## config.mk

```make
export PLATFORM = sky130hd
export DESIGN_NAME = draw_sprite
export DESIGN_NICKNAME = d
export VERILOG_FILES = /design/src/rtl/draw_sprite.sv
export SDC_FILE = /design/constraint.sdc
export NUM_CORES = 1
export LEC_CHECK = 0
export ABC_AREA = 1
export CAP_MARGIN = 30
export CORE_UTILIZATION = 40
export CTS_CLUSTER_DIAMETER = 30
export DETAILED_ROUTE_END_ITERATION = 8
export HOLD_SLACK_MARGIN = 0.05
export PLACE_DENSITY = 0.71
export SLEW_MARGIN = 30
export SYNTH_ARGS = -nofsm -noshare
export SYNTH_HDL_FRONTEND = slang
export SYNTH_SLANG_ARGS = --single-unit
```

## constraint.sdc

```tcl
create_clock -name pclk -period 2.1 [get_ports pclk]
set_input_delay 0.315 -clock pclk [delete_from_list [all_inputs] [get_ports pclk]]
set_output_delay 0.315 -clock pclk [all_outputs]
set_load 0.02 [all_outputs]
```

## src/rtl/draw_sprite.sv

```systemverilog
// Sprite overlay stage: draws a ROM-backed image onto the VGA pixel stream with
// colour-key transparency, per-axis mirroring and a configurable ROM read latency.
module draw_sprite #(
  parameter int unsigned IMG_W_LOG2 = 5,
  parameter int unsigned IMG_H_LOG2 = 5,
  parameter int unsigned ROM_LAT    = 1,
  parameter bit          KEY_EN     = 1'b1,
  parameter logic [11:0] KEY_COLOR  = 12'hF0F
) (
  input  logic                           pclk,
  input  logic                           rst,
  input  logic [10:0]                    hcount_in,
  input  logic [10:0]                    vcount_in,
  input  logic                           hsync_in,
  input  logic                           vsync_in,
  input  logic                           hblnk_in,
  input  logic                           vblnk_in,
  input  logic [11:0]                    rgb_in,
  input  logic                           visible,
  input  logic [10:0]                    xpos,
  input  logic [10:0]                    ypos,
  input  logic                           mirror_x,
  input  logic                           mirror_y,
  input  logic [11:0]                    rgb_pixel,
  output logic [10:0]                    hcount_out,
  output logic [10:0]                    vcount_out,
  output logic                           hsync_out,
  output logic                           vsync_out,
  output logic                           hblnk_out,
  output logic                           vblnk_out,
  output logic [11:0]                    rgb_out,
  output logic [IMG_W_LOG2+IMG_H_LOG2-1:0] pixel_addr
);

  localparam int unsigned L     = ROM_LAT + 2;
  localparam int unsigned AW    = IMG_W_LOG2 + IMG_H_LOG2;
  localparam logic [11:0] IMG_W = 12'd1 << IMG_W_LOG2;
  localparam logic [11:0] IMG_H = 12'd1 << IMG_H_LOG2;

  typedef struct packed {
    logic [10:0] hc;
    logic [10:0] vc;
    logic        hs;
    logic        vs;
    logic        hb;
    logic        vb;
  } timing_t;

  logic        r_vblnk_prev;
  logic        r_visible_s;
  logic [10:0] r_xpos_s;
  logic [10:0] r_ypos_s;
  logic        r_mirror_x_s;
  logic        r_mirror_y_s;

  timing_t     r_tpipe    [L];
  logic [L-2:0] r_hit_pipe;
  logic [11:0] r_rgb_pipe [L-1];
  logic [AW-1:0] r_addr;
  logic [11:0] r_rgb_out;

  logic                  w_latch;
  logic                  w_hit;
  logic [11:0]           w_x_end;
  logic [11:0]           w_y_end;
  logic [IMG_W_LOG2-1:0] w_col;
  logic [IMG_H_LOG2-1:0] w_row;
  logic                  w_keyed;
  logic                  w_show;

  // 12-bit end coordinates so a sprite near 2047 clips instead of wrapping.
  always_comb begin
    w_latch = vblnk_in && !r_vblnk_prev;
    w_x_end = {1'b0, r_xpos_s} + IMG_W;
    w_y_end = {1'b0, r_ypos_s} + IMG_H;
    w_hit   = r_visible_s && !hblnk_in && !vblnk_in
              && (hcount_in >= r_xpos_s) && ({1'b0, hcount_in} < w_x_end)
              && (vcount_in >= r_ypos_s) && ({1'b0, vcount_in} < w_y_end);
    w_col   = IMG_W_LOG2'(hcount_in - r_xpos_s) ^ {IMG_W_LOG2{r_mirror_x_s}};
    w_row   = IMG_H_LOG2'(vcount_in - r_ypos_s) ^ {IMG_H_LOG2{r_mirror_y_s}};
    w_keyed = KEY_EN && (rgb_pixel == KEY_COLOR);
    w_show  = r_hit_pipe[L-2] && !w_keyed;
  end

  always_ff @(posedge pclk) begin
    if (rst) begin
      r_vblnk_prev <= 1'b0;
      r_visible_s  <= 1'b0;
      r_xpos_s     <= '0;
      r_ypos_s     <= '0;
      r_mirror_x_s <= 1'b0;
      r_mirror_y_s <= 1'b0;
      r_addr       <= '0;
      r_hit_pipe   <= '0;
      r_rgb_out    <= '0;
      for (int unsigned i = 0; i < L; i++)     r_tpipe[i]    <= '0;
      for (int unsigned i = 0; i < L - 1; i++) r_rgb_pipe[i] <= '0;
    end else begin
      r_vblnk_prev <= vblnk_in;
      if (w_latch) begin
        r_visible_s  <= visible;
        r_xpos_s     <= xpos;
        r_ypos_s     <= ypos;
        r_mirror_x_s <= mirror_x;
        r_mirror_y_s <= mirror_y;
      end
      r_addr     <= w_hit ? {w_row, w_col} : '0;
      r_tpipe[0] <= {hcount_in, vcount_in, hsync_in, vsync_in, hblnk_in, vblnk_in};
      for (int unsigned i = 1; i < L; i++) r_tpipe[i] <= r_tpipe[i-1];
      // hit/background run L-1 stages so they meet rgb_pixel at the final edge
      r_hit_pipe    <= {r_hit_pipe[L-3:0], w_hit};
      r_rgb_pipe[0] <= rgb_in;
      for (int unsigned i = 1; i < L - 1; i++) r_rgb_pipe[i] <= r_rgb_pipe[i-1];
      r_rgb_out <= w_show ? rgb_pixel : r_rgb_pipe[L-2];
    end
  end

  assign hcount_out = r_tpipe[L-1].hc;
  assign vcount_out = r_tpipe[L-1].vc;
  assign hsync_out  = r_tpipe[L-1].hs;
  assign vsync_out  = r_tpipe[L-1].vs;
  assign hblnk_out  = r_tpipe[L-1].hb;
  assign vblnk_out  = r_tpipe[L-1].vb;
  assign rgb_out    = r_rgb_out;
  assign pixel_addr = r_addr;

endmodule

```

==> impl_metrics.csv <==
group,metric,value,unit
worst_hold_path,worst_hold_path_type,"flop to flop",
status,status,"completed",
sta,max_freq,515,MHz
grt,wire_length_of_the_first_global_routing_pass,19900,um
grt,grt_max_degree,88,
drt,detail_route.drc_violations,0,
final_layout,stdcell_area,8010,um2
setup_path,reg2reg_setup_slack,0.16,ns
final_layout,antennaDiodeCount,0,
place,detailed_place.area,7410,um2
synthesis,post_synthesis_cell_area,6010,um2
clock_network,cts_post_setup_buffers_inserted,0,
synthesis,synth-warning-count,0,
floorplanning,io_pins,125,
final_layout,layout_commonest_cell,"dfxtp_1",
setup_path,crit_required,2.44,ns
setup_path,crit-reg2reg-capture,"pixel_addr[7]",
synthesis,synthCells,730,
sta,max_slew.worst_pin.slew,0.818,ns
drt,route.detailed.vias_per_inst,4.20,
grt,global_routing_usage_summed_across_all_routing_layers,16.3,%
floorplanning,die-width,125,um
floorplanning,design.die.area,15500,um2
sta,hold_viol_final,0,
place,dp.cells,1016,
pwr,pwr_density_cell,861,nW/um2
sta,setup_repair_after_global_routing_missed_its_margin,"false",
setup_path,arrival,2.28,ns
grt,global_route.usage.met3,4.17,%
clock_network,clk_path_buf_depth,2,
setup_path,worstRegToRegCells,13,
synthesis,synth_cell_types,30,
final_layout,nNetsFinal,966,
pwr,total_power,0.00690,W
setup_path,endpoint_kind,"flop",
final_layout,area.growth.synth_to_final,33.2,%
final_layout,finish.cell_count_without_fillers,1048,
clock_network,clock_tree.htree_level_count,4,
grt,globalRoute.totalOverflow,0,
pwr,vdd.ir_drop.worst,0.625,mV
clock_network,tritoncts.num_buffers,17,
sta,whs,0.396,ns
worst_hold_path,timing.hold.worst_path_depth,2,
sta,post-route-min-period,1.94,ns
final_layout,layout_common_cells,"151 x dfxtp_1, 147 x inv_1, 127 x nor2_1",
grt,gr-usage-met2,25.6,%
worst_hold_path,whs_endpoint,"r_rgb_pipe[0][13]",
setup_path,cp-start-kind,"flop",
sta,finalSetupViolations,0,
clock_network,worst_setup_hold_path_clk_slew,0.06,ns
drt,routed-via-count,4400,
grt,antenna_found_initial,0,
sta,final_setup_skew,0.00684,ns
worst_hold_path,hold_path_startpoint,"r_rgb_pipe[0][1]",
place,final_weighted_congestion_in_routability_driven_placement,0.827,
grt,grt_util_met1,21.0,%
drt,drt_pre_antenna_iters,4,
synthesis,synth_fp_nets,845,
drt,drt-total-wl,11800,um
pwr,power.leakage,3.56,nW
place,place.port_buffers,124,
final_layout,fin_util,54.9,%
synthesis,synth_seq_area_share,50.3,%
floorplanning,row_count,44,
place,hpwl_detailed,8940,um
synthesis,ys_ff_latch,151,
drt,wl_cell,11.3,um
floorplanning,core-area,14600,um2
drt,ant_nets,0,
sta,layout_worst_path_cycle_share,92.4,%
final_layout,drive_gt1_share,9.03,%
final_layout,n_fill_cell,1318,
run,drv_cap,0,
setup_path,launch_instance_of_the_worst_register_to_register_path,"r_xpos_s[5]",
setup_path,crit_path_start,"r_xpos_s[5]",
setup_path,path_max_fanout,11,
clock_network,cts.sink_count,151,
setup_path,worstSetupPathType,"flop to flop",
grt,global_route.peak_usage_layer,"met2",
drt,drt_iter0_drc,217,
clock_network,worst_skew_pair.late_latency,0.42,ns
floorplanning,floorplan.die.height,125,um
sta,max_slew_margin,45.5,%
sta,slew_violations,0,
clock_network,cts-root-buf,"clkbuf_16",
synthesis,synthesis.area_per_instance,8.23,um2
grt,via_count_of_the_first_global_routing_pass,4050,
clock_network,cts_tree,"built",
floorplanning,floorplan.initialDensity,41.2,%
==> cells by family (layout without fill, tap and decap cells) <==
logic type / after synthesis / after routing / share of synthesized area, %
xor gates and xnor gates: 23 / 23 / 3.35
buffers and inverters: 197 / 331 / 14.1
AOI/OAI and AO/OA: 75 / 75 / 6.37
DFF: 151 / 151 / 50.3
and+or+nand+nor: 246 / 246 / 17.7
adders and majority gates: 38 / 38 / 8.16
==> report_power, final <==
| group | leakage, nW | total [W] | internal (W) | switching (W) |
|---|---|---|---|---|
| Combinational | 2.04 | 0.000859 | 0.000417 | 0.000442 |
| Clock | 0.276 | 0.00300 | 0.00179 | 0.00121 |
| Sequential | 1.24 | 0.00304 | 0.00299 | 0.0000495 |
| Total | 3.56 | 0.00690 | 0.00520 | 0.00170 |
==> synth_stat cells (all sizes together) <==
cell type / instances / area (um2)
a21o: 1 / 7.51
or2: 1 / 6.26
ha: 36 / 450
nand2: 67 / 259
o21a: 2 / 15.0
nand3: 29 / 155
xor2: 13 / 114
and2: 1 / 6.26
nand3b: 2 / 15.0
nand4: 2 / 12.5
o21ai: 28 / 140
buf: 35 / 238
xnor2: 10 / 87.6
inv: 149 / 559
fa: 2 / 40.0
nor2: 130 / 495
clkbuf: 13 / 48.8
a21oi: 44 / 220
nor3: 13 / 110
dfxtp: 151 / 3020
nor4: 1 / 6.26
==> sequential cells by signal, indices dropped and copies added, names as in the netlist <==
name          flops
pixel_addr       10
r_hit_pipe        2
r_mirror_x_s      1
r_mirror_y_s      1
r_rgb_pipe       24
r_tpipe          78
r_visible_s       1
r_xpos_s         11
r_ypos_s         11
rgb_out          12
==> timing repair <==
item                       in CTS  in global routing
gates resized for setup         0                  1
setup endpoints to repair       0                  3
hold buffers                    0                  0
==> per-stage QoR <==
stage	worst slack, ns	TNS, ns
after detailed placement	-0.225	-2.31
after floorplan	0.355	0
after CTS	0.140	0
after global placement	-0.210	-2.21
after global routing	0.00680	0
final	0.159	0
==> layer usage <==
layer,up-vias,part of all wire (%)
met1,1876,49
met3,21,3.2
met5,-,0
li1,2421,-
met4,0,2.5
met2,82,45
==> worst max-delay path, cell delays in order, from the launching register on <==
cell and delay [ns]:
dfxtp_1 0.41, ha_2 0.23, xnor2_1 0.12, ha_1 0.26, nand2_1 0.09, inv_1 0.04
a21oi_1 0.16, nand2_1 0.07, nand2_1 0.06, nand2_1 0.04, nand2_1 0.07, nand2_2 0.06
buf_12 0.15, nor3_1 0.11
==> how the worst max path moves through the flow <==
stage                                to  slack, ns
final                     pixel_addr[7]       0.16
after global placement    pixel_addr[7]      -0.21
after detailed placement  pixel_addr[7]      -0.22
after global routing      pixel_addr[6]      0.007
after floorplan           pixel_addr[6]       0.36
after CTS                 pixel_addr[7]       0.14
==> area by class of cell <==
type / count / area (um2) / share of cell area (%)
repair buffers: 150 / 1460 / 18.2
multi-input cells: 382 / 2140 / 26.8
clock buffers: 19 / 443 / 5.53
well taps: 184 / 230 / 2.88
clock inverters: 13 / 148 / 1.84
flip-flops and latches: 151 / 3020 / 37.8
inverters: 149 / 559 / 6.99
Note: power is estimated with default switching activity, not from simulation.
